$ cat src/rtl/speed_round_ctrl_pkg.sv
// Shared types and constants for the speed round controller.
// Optional feature macro: SPEED_ROUND_COUNTDOWN_EN enables the pre-round countdown.
package speed_round_ctrl_pkg;

   typedef enum logic [2:0] {
      ST_IDLE      = 3'd0,
      ST_COUNTDOWN = 3'd1,
      ST_ROUND     = 3'd2,
      ST_SETTLE    = 3'd3,
      ST_EVAL      = 3'd4,
      ST_EXIT      = 3'd5
   } state_t;

   localparam logic [1:0] WIN_LEFT  = 2'b00;
   localparam logic [1:0] WIN_RIGHT = 2'b01;
   localparam logic [1:0] WIN_TIE   = 2'b10;

   // Push counter stage needs one cycle for its counters and one for its comparator.
   localparam int unsigned SETTLE_CYCLES = 2;

   // Largest of three values, used to size the shared per-state counter.
   function automatic int unsigned max3(input int unsigned a, input int unsigned b,
                                        input int unsigned c);
      int unsigned m;
      m = (a > b) ? a : b;
      return (m > c) ? m : c;
   endfunction

endpackage

$ cat src/rtl/speed_round_ctrl_tick_timer.sv
// Free-running tick divider: one-cycle tick every TICK_DIV cycles while clear is low.
module tick_timer
   import speed_round_ctrl_pkg::*;
#(
   parameter int unsigned TICK_DIV = 50000000
) (
   input  logic clk,
   input  logic rst,
   input  logic clear,
   output logic tick_c
);

   localparam int unsigned DIV_W = $clog2(TICK_DIV + 1);

   logic [DIV_W-1:0] div_cnt;

   assign tick_c = !clear && (div_cnt == DIV_W'(TICK_DIV - 1));

   // Cycle counter, held at zero while cleared so each timed state starts aligned.
   always_ff @(posedge clk or negedge rst) begin
      if (!rst) begin
         div_cnt <= '0;
      end else if (clear || tick_c) begin
         div_cnt <= '0;
      end else begin
         div_cnt <= div_cnt + DIV_W'(1);
      end
   end

endmodule

$ cat src/rtl/speed_round_ctrl.sv
// Speed round sequencer: countdown, timed round, settle, evaluate, exit.
// Optional feature macro: SPEED_ROUND_COUNTDOWN_EN (countdown phase before the round).
module speed_round_ctrl
   import speed_round_ctrl_pkg::*;
#(
   parameter int unsigned TICK_DIV        = 50000000,
   parameter int unsigned ROUND_TICKS     = 5,
   parameter int unsigned COUNTDOWN_TICKS = 3
) (
   input  logic       clk,
   input  logic       rst,
   input  logic       start,
   input  logic       abort,
   input  logic       speed_tie,
   input  logic       speed_right,
   output logic       speedRound,
   output logic       speedExit,
   output logic       busy,
   output logic       result_valid,
   output logic [1:0] winner,
   output logic [2:0] count_left
);

   localparam int unsigned CNT_MAX = max3(ROUND_TICKS, COUNTDOWN_TICKS, SETTLE_CYCLES);
   localparam int unsigned CNT_W   = $clog2(CNT_MAX + 1);

   state_t           state;
   logic [CNT_W-1:0] state_cnt;
   logic             tick_c;
   logic             timer_clear_c;

   // Timer runs only in the tick-timed states and restarts from zero on entry.
   assign timer_clear_c = !((state == ST_COUNTDOWN) || (state == ST_ROUND));

   tick_timer #(
      .TICK_DIV (TICK_DIV)
   ) u_tick_timer (
      .clk    (clk),
      .rst    (rst),
      .clear  (timer_clear_c),
      .tick_c (tick_c)
   );

`ifdef SPEED_ROUND_COUNTDOWN_EN
   logic [2:0] count_q;
   assign count_left = count_q;
`else
   assign count_left = 3'd0;
`endif

   // Round sequencer with outputs registered on the transition into each state.
   always_ff @(posedge clk or negedge rst) begin
      if (!rst) begin
         state        <= ST_IDLE;
         state_cnt    <= '0;
         speedRound   <= 1'b0;
         speedExit    <= 1'b0;
         busy         <= 1'b0;
         result_valid <= 1'b0;
         winner       <= WIN_LEFT;
`ifdef SPEED_ROUND_COUNTDOWN_EN
         count_q      <= 3'd0;
`endif
      end else begin
         case (state)
            ST_IDLE: begin
               if (start) begin
                  state_cnt <= '0;
                  busy      <= 1'b1;
`ifdef SPEED_ROUND_COUNTDOWN_EN
                  state     <= ST_COUNTDOWN;
                  count_q   <= 3'(COUNTDOWN_TICKS);
`else
                  state      <= ST_ROUND;
                  speedRound <= 1'b1;
`endif
               end
            end
`ifdef SPEED_ROUND_COUNTDOWN_EN
            ST_COUNTDOWN: begin
               if (abort) begin
                  state     <= ST_EXIT;
                  state_cnt <= '0;
                  count_q   <= 3'd0;
                  speedExit <= 1'b1;
               end else if (tick_c) begin
                  count_q <= count_q - 3'd1;
                  if (state_cnt == CNT_W'(COUNTDOWN_TICKS - 1)) begin
                     state      <= ST_ROUND;
                     state_cnt  <= '0;
                     speedRound <= 1'b1;
                  end else begin
                     state_cnt <= state_cnt + CNT_W'(1);
                  end
               end
            end
`endif
            ST_ROUND: begin
               if (abort) begin
                  state      <= ST_EXIT;
                  state_cnt  <= '0;
                  speedRound <= 1'b0;
                  speedExit  <= 1'b1;
               end else if (tick_c) begin
                  if (state_cnt == CNT_W'(ROUND_TICKS - 1)) begin
                     state      <= ST_SETTLE;
                     state_cnt  <= '0;
                     speedRound <= 1'b0;
                  end else begin
                     state_cnt <= state_cnt + CNT_W'(1);
                  end
               end
            end
            ST_SETTLE: begin
               if (state_cnt == CNT_W'(SETTLE_CYCLES - 1)) begin
                  state     <= ST_EVAL;
                  state_cnt <= '0;
               end else begin
                  state_cnt <= state_cnt + CNT_W'(1);
               end
            end
            ST_EVAL: begin
               // Tie outranks a right-side win.
               if (speed_tie) begin
                  winner <= WIN_TIE;
               end else if (speed_right) begin
                  winner <= WIN_RIGHT;
               end else begin
                  winner <= WIN_LEFT;
               end
               state        <= ST_EXIT;
               state_cnt    <= '0;
               speedExit    <= 1'b1;
               result_valid <= 1'b1;
            end
            ST_EXIT: begin
               state        <= ST_IDLE;
               state_cnt    <= '0;
               speedExit    <= 1'b0;
               result_valid <= 1'b0;
               busy         <= 1'b0;
            end
            default: begin
               state        <= ST_IDLE;
               state_cnt    <= '0;
               speedRound   <= 1'b0;
               speedExit    <= 1'b0;
               result_valid <= 1'b0;
               busy         <= 1'b0;
            end
         endcase
      end
   end

endmodule

$ cat config.mk
export PLATFORM = sky130hd
export DESIGN_NAME = speed_round_ctrl
export DESIGN_NICKNAME = d
export VERILOG_FILES = /design/src/rtl/speed_round_ctrl_pkg.sv /design/src/rtl/speed_round_ctrl_tick_timer.sv /design/src/rtl/speed_round_ctrl.sv
export SDC_FILE = /design/constraint.sdc
export NUM_CORES = 1
export LEC_CHECK = 0
export CELL_PAD_IN_SITES_DETAIL_PLACEMENT = 0
export CELL_PAD_IN_SITES_GLOBAL_PLACEMENT = 1
export CORE_MARGIN = 4
export CORE_UTILIZATION = 27
export CTS_CLUSTER_SIZE = 25
export DETAILED_ROUTE_END_ITERATION = 12
export PLACE_DENSITY_LB_ADDON = 0.08
export SLEW_MARGIN = 15
export SYNTH_ARGS = -nofsm -noshare
export SYNTH_HDL_FRONTEND = slang
export SYNTH_SLANG_ARGS = --single-unit
$ cat constraint.sdc
create_clock -name clk -period 2.2 [get_ports clk]
set_input_delay 0.44 -clock clk [delete_from_list [all_inputs] [get_ports clk]]
set_output_delay 0.44 -clock clk [all_outputs]
set_load 0.02 [all_outputs]
# Word level (Yosys, flattened, before mapping)
# Cells that the tools add are included.
dict set report op_classes {
  add_sub_neg 2
  mul 0
  div_mod_pow 0
  magnitude_cmp 0
  eq_ne 13
  shifts 0
  mux 24
  bitwise 3
  reduce_logical 14
}
# cell n
set ops {}
lappend ops {{2-to-1 mux 3 bit} 10}
lappend ops {{adder 26 x 1 -> 26 bit, second input constant} 1}
lappend ops {{== test 26 bit, second input constant} 1}
lappend ops {{2-to-1 mux 26 bit} 1}
lappend ops {{case mux 3 bit (4 select lines)} 1}
lappend ops {{== test 3 bit, second input constant} 3}
lappend ops {{case mux 3 bit (3 select lines)} 1}
lappend ops {{OR reduction 3 bit} 3}
lappend ops {{AND reduction 4 bit} 2}
lappend ops {{== test 3 x 1 -> 1 bit, second input constant} 2}
lappend ops {{== test 3 x 2 -> 1 bit, second input constant} 2}
lappend ops {{2-to-1 mux 1 bit} 6}
lappend ops {{!= test 2 bit, second input constant} 3}
lappend ops {{!= test 3 x 2 -> 1 bit, second input constant} 2}
lappend ops {{case mux 1 bit (3 select lines)} 2}
lappend ops {{AND reduction 2 bit} 3}
lappend ops {{case mux 1 bit (2 select lines)} 2}
lappend ops {{adder 3 x 1 -> 3 bit, second input constant} 1}
lappend ops {{logical NOT 3 bit} 1}
lappend ops {{inverter 1 bit} 3}
lappend ops {{logical OR 1 bit} 2}
lappend ops {{2-to-1 mux 2 bit} 1}
lappend ops {{OR reduction 2 bit} 1}
lappend ops {{logical AND 1 bit} 1}
lappend ops {{logical NOT 1 bit} 1}
dict set report word_totals {
  regBits 38
  latch_bits 0
  ram_bits 0
  mem_bits_ro 0
  input_bits 6
  output_inout_bits 9
  wordCells 64
  n_memories 0
}

# Depth between registers and ports, before layout
# Gate-level depths: netlist of run 1.
dict set report depth {
  ltp_word 6
  depth_mapped 8
  depth_no_buf 7
}

# Hierarchy
# From an unflattened synthesis of run 1, not the netlist that was laid out.
dict set report hier_totals {
  cells_unflattened 232
  hier_area_um2 2177.1
}
# mod n_inst cells_each area_per_inst_um2 seq_area_each_um2
set by_module_without_submodules {}
lappend by_module_without_submodules {tick_timer 1 157 1470.2 650.6}
lappend by_module_without_submodules {speed_round_ctrl 1 75 706.9 300.3}

# Worst setup path before layout of run 1
# No wires, ideal clock.
dict set report synth_timing {
  path_type {flip-flop to flip-flop}
  startpoint {register u_tick_timer.div_cnt[16]}
  endpoint {register speedRound}
  setup_ps 130
  arrival_time_ps 2215
  required_time_ps 2070
  path_slack_ps -145
  path_stages_with_launch 6
  n_path_buf 0
  period_less_slack_ps 2345
  path_cell_list {dfrtp_1 > or4_1 > or4_4 > or3_4 > a2111oi_2 > o22ai_1}
}
dict set report synth_via {
  elab_chain_cells 4
}
# item line
set synth_lines {}
lappend synth_lines {{start: declaration} speed_round_ctrl_tick_timer.sv:15} ;# logic [DIV_W-1:0] div_cnt;
lappend synth_lines {{start signal: assignment} speed_round_ctrl_tick_timer.sv:26} ;# div_cnt <= div_cnt + DIV_W'(1);
lappend synth_lines {{== test 26 bit} speed_round_ctrl_tick_timer.sv:17} ;# assign tick_c = !clear && (div_cnt == DIV_W'(TICK_DIV - 1));
lappend synth_lines {{logical AND 1 bit} speed_round_ctrl_tick_timer.sv:17}
lappend synth_lines {{!= test 3 x 2 -> 1 bit (no source line)} -}
lappend synth_lines {{AND reduction 4 bit (no source line)} -}
lappend synth_lines {{end signal: assignment} speed_round_ctrl.sv:56} ;# speedRound <= 1'b0;
lappend synth_lines {{end signal: assignment} speed_round_ctrl.sv:75} ;# speedRound <= 1'b1;
lappend synth_lines {{end signal: assignment} speed_round_ctrl.sv:102} ;# speedRound <= 1'b0;
lappend synth_lines {{end: declaration} speed_round_ctrl.sv:16} ;# output logic speedRound,
# No other way between the ends.
# A chain may end at the register's enable or synchronous reset.

# Worst setup path after layout of run 1
dict set report layout_timing {
  startpoint {register u_tick_timer.div_cnt[18]}
  endpoint {register speedRound}
}
# The elaborated chain is that of the path after synthesis.

==> metrics.md, run 1 <==
| Metric | Value |
|---|---|
| Clock sinks | `38` |
| Top_reg_cell synth | `dfrtp_1` |
| Effective utilization at floorplan | `28.03%` |
| Die Wd | `95.23 um` |
| Hold WC Path Type | `primary input to async pin` |
| DRC Markers | `0` |
| Syn Inst Count | `~220` |
| Synth unique cells | `43` |
| # Max-Cap Violations | `0` |
| Worst VDD drop | `around 0.00045 V` |
| Fillers | `between 700 and 800` |
| Simple-Gate Fraction of Synth Area | `25.15%` |
| Req. time, crit path | `2.36 ns` |
| RSZ-0062 raised after global routing | `yes` |
| Post-Syn Area | `0.002054 mm2` |
| Flops & latches, synth | `38` |
| DRT Pass-1 Iters | `4` |
| Synth Warn # | `0` |
| CP Class | `register to register` |
| Final Skew | `0.01374 ns` |
| Final Hold Viols | `0` |
| Highest net fanout along the worst path | `6` |
| Finished Layout Cells | `346` |
| Fmax achieved | `438.3 MHz` |
| Clock Latency Late Sink | `0.29 ns` |
| CTS clk-pin slew, worst paths | `about 0.080 ns` |
| Area Growth Syn to Fin | `23.81%` |
| Row count | `31` |
| GRT Overall Usage | `11.73%` |
| Fin nets | `257` |
| ANT nets after route | `0` |
| Worst Setup Start Kind | `register` |
| Cell Area, Placed | `about 0.0024 mm2` |
| Total power | `2.457 mW` |
| Adder-cell area share of the yosys netlist | `3.045%` |
| Register Area | `950.9 um2` |
| 1st-iter DRT viols | `58` |
| Total number of vias | `approximately 1600` |
| Most frequent cell after synthesis | `dfrtp_1` |
| Num CTS Buffers | `5` |
| Fin area | `0.002544 mm2` |
| Hold_ws | `0.1896 ns` |
| Xor/xnor share of the synthesized area | `between 10% and 20%` |
| First-pass GRT wire length | `just over 8 mm` |
| Largest net degree at the start of global routing | `39` |
| Grt total ovfl | `0` |
| Drt wl/cell | `13.81 um` |
| Routability cong. | `0.8030` |
| Vias in the first global route | `1699` |
| Vias per Instance | `4.746` |
| Post-synthesis sequential area ratio | `46.29%` |
| Worst EP arrival | `about 2.5 ns` |
| Final Max Slew Viols | `0` |
| Dpl ws | `-0.1136 ns` |
| Root buf cell | `clkbuf_8` |
| Top cells by area, synth | `dfrtp_1 46%, xnor2_1 8.5%, nor2_1 5.8%, nor4_1 3.3%, ha_1 3.0%` |
| IO Pins | `15` |
| Port bufs | `11` |
| Mux contribution to synthesized area | `approximately 2.6%` |
| Post-CTS Hold Buffers | `0` |
| Placed insts | `~340` |
| Final worst setup slack | `-0.08129 ns` |
| Pwr dens | `965.9 mW/mm2` |
| CTS max path bufs | `2` |
| Synth Area per Inst | `roughly 9.5 um2` |
| Synth cell count leaders | `38 x dfrtp_1, 32 x nor2_1, 20 x xnor2_1, 15 x nand2_1, 11 x nor4_1` |
| Failing checks | `setup timing` |
| Asr flop ratio synth | `100.0%` |
| Synth area leader | `dfrtp_1` |
| Worst Setup End Kind | `register` |
| Layout cells sized above 1 | `around 18%` |
| Compound-Gate Fraction of Synth Area | `7.308%` |
| Final setup viols | `25` |
| Number of flops mapped to enable cells by yosys | `0` |
| CTS tree | `done` |
| Status | `finished, violations left` |
| Ant diodes | `0` |
| Die area | `~0.009 mm2` |
| Largest family of logic cells by synthesized area | `simple AND/OR/NAND/NOR gates` |
| Core Area | `0.007331 mm2` |
| Area of the multi-input gates | `0.001049 mm2` |
| Top cell type's share of synthesized area | `a little under half` |
| Drt total wl | `4.777 mm` |
| Antenna violations before repair | `0` |
| LEAKAGE | `1.026 nW` |
| Final worst path period share | `103.7%` |
| DP HPWL | `3.587 mm` |
| CTS HTree Levels | `2` |
| Die Y | `95.23 um` |
| Final min period | `2.281 ns` |
## layout make-up
type / count / share of cell area, %
well taps: 99 / 4.870
multi-input cells: 159 / 41.22
clock inverters: 1 / 0.1968
flip-flops and latches: 38 / 37.38
inverters: 9 / 1.328
repair buffers: 33 / 11.61
clock buffers: 7 / 3.394
## state kept, by name, summed over array words and instances, names as in the netlist
register and flops:
result_valid 1, winner 2, u_tick_timer.div_cnt 26, speedExit 1, state 3, busy 1
state_cnt 3, speedRound 1
## cell usage in the layout, fill, tap and decap left out, types with 2 or more instances in the layout
cell / netlist / final
o22ai_1: 3 / 3
o21ai_0: 6 / 6
clkbuf_8: 0 / 6
dfrtp_1: 38 / 38
mux2_2: 3 / 3
nor2b_1: 2 / 2
and4_1: 3 / 3
xnor2_1: 20 / 20
and3_1: 2 / 2
nand4_1: 5 / 5
nand2_1: 15 / 14
nand3_1: 8 / 8
inv_1: 8 / 8
buf_4: 3 / 20
and3_2: 3 / 3
ha_1: 5 / 5
a31oi_1: 2 / 2
buf_12: 0 / 2
clkdlybuf4s50_1: 0 / 10
a21oi_1: 5 / 5
nor3_1: 5 / 5
conb_1: 1 / 3
nor2_1: 32 / 31
mux2i_1: 2 / 2
nor4_1: 11 / 10
xor2_1: 5 / 5
nand2b_1: 3 / 3
## power breakdown
group,internal (mW),switching (mW),leakage (nW)
clock,0.253,0.250,0.0482
combinational,0.484,0.544,0.462
sequential,0.806,0.120,0.515
## stage by stage
step | TNS (ns) | util, %
detailed placement | -2.505 | 33.16
global placement | -2.583 | 33.16
global route | -2.850 | 34.70
finish | -1.140 | 34.70
floorplan | -1.510 | -
CTS | -1.317 | 34.58
## worst paths after layout
check,startpoint,depth (start not counted),to,slack [ns]
min,rst,2,u_tick_timer.div_cnt[12],0.19
max,u_tick_timer.div_cnt[18],5,speedRound,-0.08
max reg2reg,u_tick_timer.div_cnt[18],5,speedRound,-0.08
min in group clk,winner[0],2,winner[0],0.49
max in group asynchronous,rst,2,u_tick_timer.div_cnt[4],1.66
min reg2reg,winner[0],2,winner[0],0.49
## per-layer routing
metal	routed length, um	part of all wire [%]	vias up	GRT usage, %
met1	2326	49	806	15.80
met5	0	0	-	0
met4	59	1.2	0	3.486
met3	128	2.7	5	3.157
li1	-	-	811	-
met2	2263	47	20	18.37
## kinds of logic (layout without fill, tap and decap cells)
family / count (synthesis) / in the layout
simple gates: 98 / 98
xor+xnor: 25 / 25
fa+ha+maj: 5 / 5
flops: 38 / 38
compound gates: 23 / 23
buf+inv: 22 / 50
mux: 5 / 5
other cells: 1 / 3
## worst max-delay path: stages (launching register included)
cell and delay [ns]:
dfrtp_1 0.37, or4b_1 0.52, or4_4 0.54, or3_4 0.40
a2111oi_4 0.21, o22ai_1 0.11
## timing repair
item / 4_1_cts / 5_1_grt
pin swaps: 3 / 0
setup endpoints to repair: 30 / 31
buffers inserted: 1 / 0
gates resized for setup: 1 / 2
gates cloned: 0 / 0
Note: power is estimated with default switching activity, not from simulation.
==> run 2, diff against run 1 <==
--- a/config.mk
+++ b/config.mk
@@ -7,10 +7,11 @@
 export LEC_CHECK = 0
 export CELL_PAD_IN_SITES_DETAIL_PLACEMENT = 0
 export CELL_PAD_IN_SITES_GLOBAL_PLACEMENT = 1
-export CORE_MARGIN = 4
+export CORE_MARGIN = 2
 export CORE_UTILIZATION = 27
 export CTS_CLUSTER_SIZE = 25
 export DETAILED_ROUTE_END_ITERATION = 12
+export HOLD_SLACK_MARGIN = 0.15
 export PLACE_DENSITY_LB_ADDON = 0.08
 export SLEW_MARGIN = 15
 export SYNTH_ARGS = -nofsm -noshare
==> run 2 against run 1 <==
Effect of this change:
- the run still ends with setup timing left
- sequential power is 0.6% lower
- clock-buffer cell count stayed put
- clock skew fell by 0.0050 ns
- setup slack lost 0.036 ns
- worst hold slack better by 0.31 ns
- critical endpoint is now u_tick_timer.div_cnt[2]
- clock power is 9.5% lower
- highest routed layer unchanged
- via count fell by 1.2%
==> metrics.md, run 2 (synthesized netlist as in run 1, its figures left out) <==
| Metric | Value |
|---|---|
| First-pass GRT wire length | `8.355 mm (was 8.300 mm)` |
| Final Hold Viols | `0 (unchanged)` |
| 1st-iter DRT viols | `89 (was 58)` |
| CTS tree | `done (unchanged)` |
| Clock Latency Late Sink | `0.29 ns (about the same)` |
| Relative slew slack | `66.61%` |
| Pwr dens | `920.3 mW/mm2 (was 965.9 mW/mm2)` |
| Drt total wl | `4.815 mm (was 4.777 mm)` |
| Most common cell after layout, fill and taps aside | `dfrtp_1 (unchanged)` |
| R2r startpoint | `u_tick_timer.div_cnt[18] (unchanged)` |
| CP max stage cell | `or4_4 (unchanged)` |
| Vias per Instance | `4.718 (was 4.746)` |
| Final min period | `2.317 ns (was 2.281 ns)` |
| Worst Setup Start Kind | `register (unchanged)` |
| ANT nets after route | `0 (unchanged)` |
| CP Class | `register to register (unchanged)` |
| Worst EP arrival | `2.49 ns (was 2.45 ns)` |
| Die Wd | `91.23 um (was 95.23 um)` |
| Most frequent cells in the layout | `38 x dfrtp_1, 31 x nor2_1, 20 x xnor2_1 (was 38 x dfrtp_1, 31 x nor2_1, 20 x xnor2_1, 20 x buf_4, 14 x nand2_1)` |
| CP Cell Sequence | `or4b_1 > or4_4 > or3_4 > nand2_2 > buf_12 > nor2_1 (was or4b_1 > or4_4 > or3_4 > a2111oi_4 > o22ai_1)` |
| Final Skew | `0.008755 ns (was 0.01374 ns)` |
| CTS max path bufs | `2 (unchanged)` |
| Tightest Pin Transition | `between 0.5 and 0.6 ns` |
| Biggest regs | `u_tick_timer.div_cnt (26), state (3), state_cnt (3) (unchanged)` |
| Antenna violations before repair | `0 (unchanged)` |
| LEAKAGE | `1.012 nW (was 1.026 nW)` |
| Core Area | `0.007292 mm2 (was 0.007331 mm2)` |
| Layout cells sized above 1 | `17.14% (was 18.22%)` |
| Root buf cell | `clkbuf_8 (unchanged)` |
| Top reg by flops | `u_tick_timer.div_cnt (unchanged)` |
| Highest net fanout along the worst path | `23 (was 6)` |
| Worst Setup End Kind | `register (unchanged)` |
| Largest net degree at the start of global routing | `24 (was 39)` |
| Grt total ovfl | `0 (unchanged)` |
| Vias in the first global route | `1718 (was 1699)` |
| Max FFs per register | `26 (unchanged)` |
| RSZ-0062 raised after global routing | `yes (unchanged)` |
| Reg-to-Reg End | `u_tick_timer.div_cnt[2] (was speedRound)` |
| Fmax achieved | `431.5 MHz (was 438.3 MHz)` |
| Psw | `0.8878 mW (was 0.9132 mW)` |
| Worst stage delay on the critical path | `0.53 ns (was 0.54 ns)` |
| Part of the power in the clock network | `19.5% (was 20.5%)` |
| Row count | `31 (unchanged)` |
| Status | `finished, violations left (unchanged)` |
| Req. time, crit path | `2.37 ns (was 2.36 ns)` |
| Final setup viols | `28 (was 25)` |
| DP HPWL | `3.469 mm (was 3.587 mm)` |
| # Max-Cap Violations | `0 (unchanged)` |
| CTS HTree Levels | `2 (unchanged)` |
| Final Max Slew Viols | `0 (unchanged)` |
| Die area | `0.008323 mm2 (was 0.009069 mm2)` |
| Die Y | `91.23 um (was 95.23 um)` |
| Hold-critical path depth | `1` |
| Port bufs | `11 (unchanged)` |
| Total number of vias | `1623 (was 1642)` |
| DRC Markers | `0 (unchanged)` |
| CTS clk-pin slew, worst paths | `0.07 ns (was 0.08 ns)` |
| GRT Overall Usage | `12.51% (was 11.73%)` |
| Reg2reg setup slack | `-0.12 ns (was -0.08 ns)` |
| Final worst setup slack | `-0.1173 ns (was -0.08129 ns)` |
| IO Pins | `15 (unchanged)` |
| Effective utilization at floorplan | `28.17% (was 28.03%)` |
| Hold Path Origin | `u_tick_timer.div_cnt[0]` |
| Final design utilization | `34.87% (was 34.70%)` |
| DRT Pass-1 Iters | `4 (unchanged)` |
| Hold_ws | `0.4994 ns (was 0.1896 ns)` |
| R2R depth | `6 (was 5)` |
| Hold WC Path Type | `register to register (was primary input to async pin)` |
| Num CTS Buffers | `5 (unchanged)` |
| Area Growth Syn to Fin | `23.75% (was 23.81%)` |
| Routability cong. | `0.7150 (was 0.8030)` |
| Ant diodes | `0 (unchanged)` |
| Final worst path period share | `105.3% (was 103.7%)` |
| Clock sinks | `38 (unchanged)` |
| Sw frac | `37.94% (was 37.17%)` |
| Hold path endpoint | `u_tick_timer.div_cnt[0]` |
| Worst VDD drop | `0.0004719 V (was 0.0004452 V)` |
| Combinational Power Share | `41.2% (was 41.8%)` |
| Reg power frac | `39.3% (was 37.7%)` |
| Failing checks | `setup timing (unchanged)` |
| Cell Int Power | `1.452 mW (was 1.544 mW)` |
| Drt wl/cell | `14.00 um (was 13.81 um)` |
| Setup TNS | `-2.781 ns (was -1.140 ns)` |
| Fin nets | `256 (was 257)` |
run 2: through the flow:
stage	area (um2)	worst slack, ns	total power, mW	instances
2_1_floorplan	2088	-0.07401	1.483	219
3_3_place_gp	2409	-0.1128	1.837	334
3_5_place_dp	2409	-0.1303	1.855	334
4_1_cts	2495	-0.1188	2.324	342
5_1_grt	2542	-0.1941	2.519	344
6_report	2542	-0.1173	2.340	344
run 2: what timing repair did:
action	in CTS	in global routing
hold buffers	1	0
pin swaps	1	0
gates resized for setup	0	6
setup endpoints to repair	28	31
buffers inserted	0	2
endpoints found under the hold margin	19	0
run 2: how the worst max path moves through the flow:
stage | slack (ns) | endpoint | start
after CTS | -0.12 | u_tick_timer.div_cnt[2] | u_tick_timer.div_cnt[18]
after global placement | -0.11 | speedRound | u_tick_timer.div_cnt[18]
after floorplan | -0.07 | state_cnt[2] | u_tick_timer.div_cnt[18]
after detailed placement | -0.13 | speedRound | u_tick_timer.div_cnt[18]
final | -0.12 | u_tick_timer.div_cnt[2] | u_tick_timer.div_cnt[18]
after global routing | -0.19 | state_cnt[2] | u_tick_timer.div_cnt[18]
run 2: power groups by stage:
stage / Combinational, mW / Clock (mW) / Sequential, mW
after CTS: 0.924 / 0.479 / 0.921
after global routing: 1.06 / 0.512 / 0.946
after global placement: 0.908 / 0 / 0.930
after detailed placement: 0.919 / 0 / 0.936
after floorplan: 0.533 / 0 / 0.950
final: 0.965 / 0.455 / 0.920
run 2: cell type report:
cell class	instances	area [um2]
clock buffers	7	76.32
fillers	776	4750
inverters	9	33.78
multi-input cells	159	1067
flip-flops and latches	38	950.9
well taps	99	123.9
repair buffers	32	290.3
run 2: per-layer routing:
| layer | vias up | GRT usage, % | wire length (um) |
|---|---|---|---|
| met3 | 4 | 2.822 | 133 |
| met5 | - | 0 | 0 |
| met4 | 0 | 3.914 | 37 |
| met1 | 794 | 16.31 | 2352 |
| met2 | 19 | 20.62 | 2292 |
| li1 | 806 | - | - |
run 2: critical path: cells and delay by family, from the launching register on:
family	cells	cell delay (ns)
flip-flops	1	0.38
buffers and inverters	1	0.16
AND/OR/NAND/NOR	5	1.65
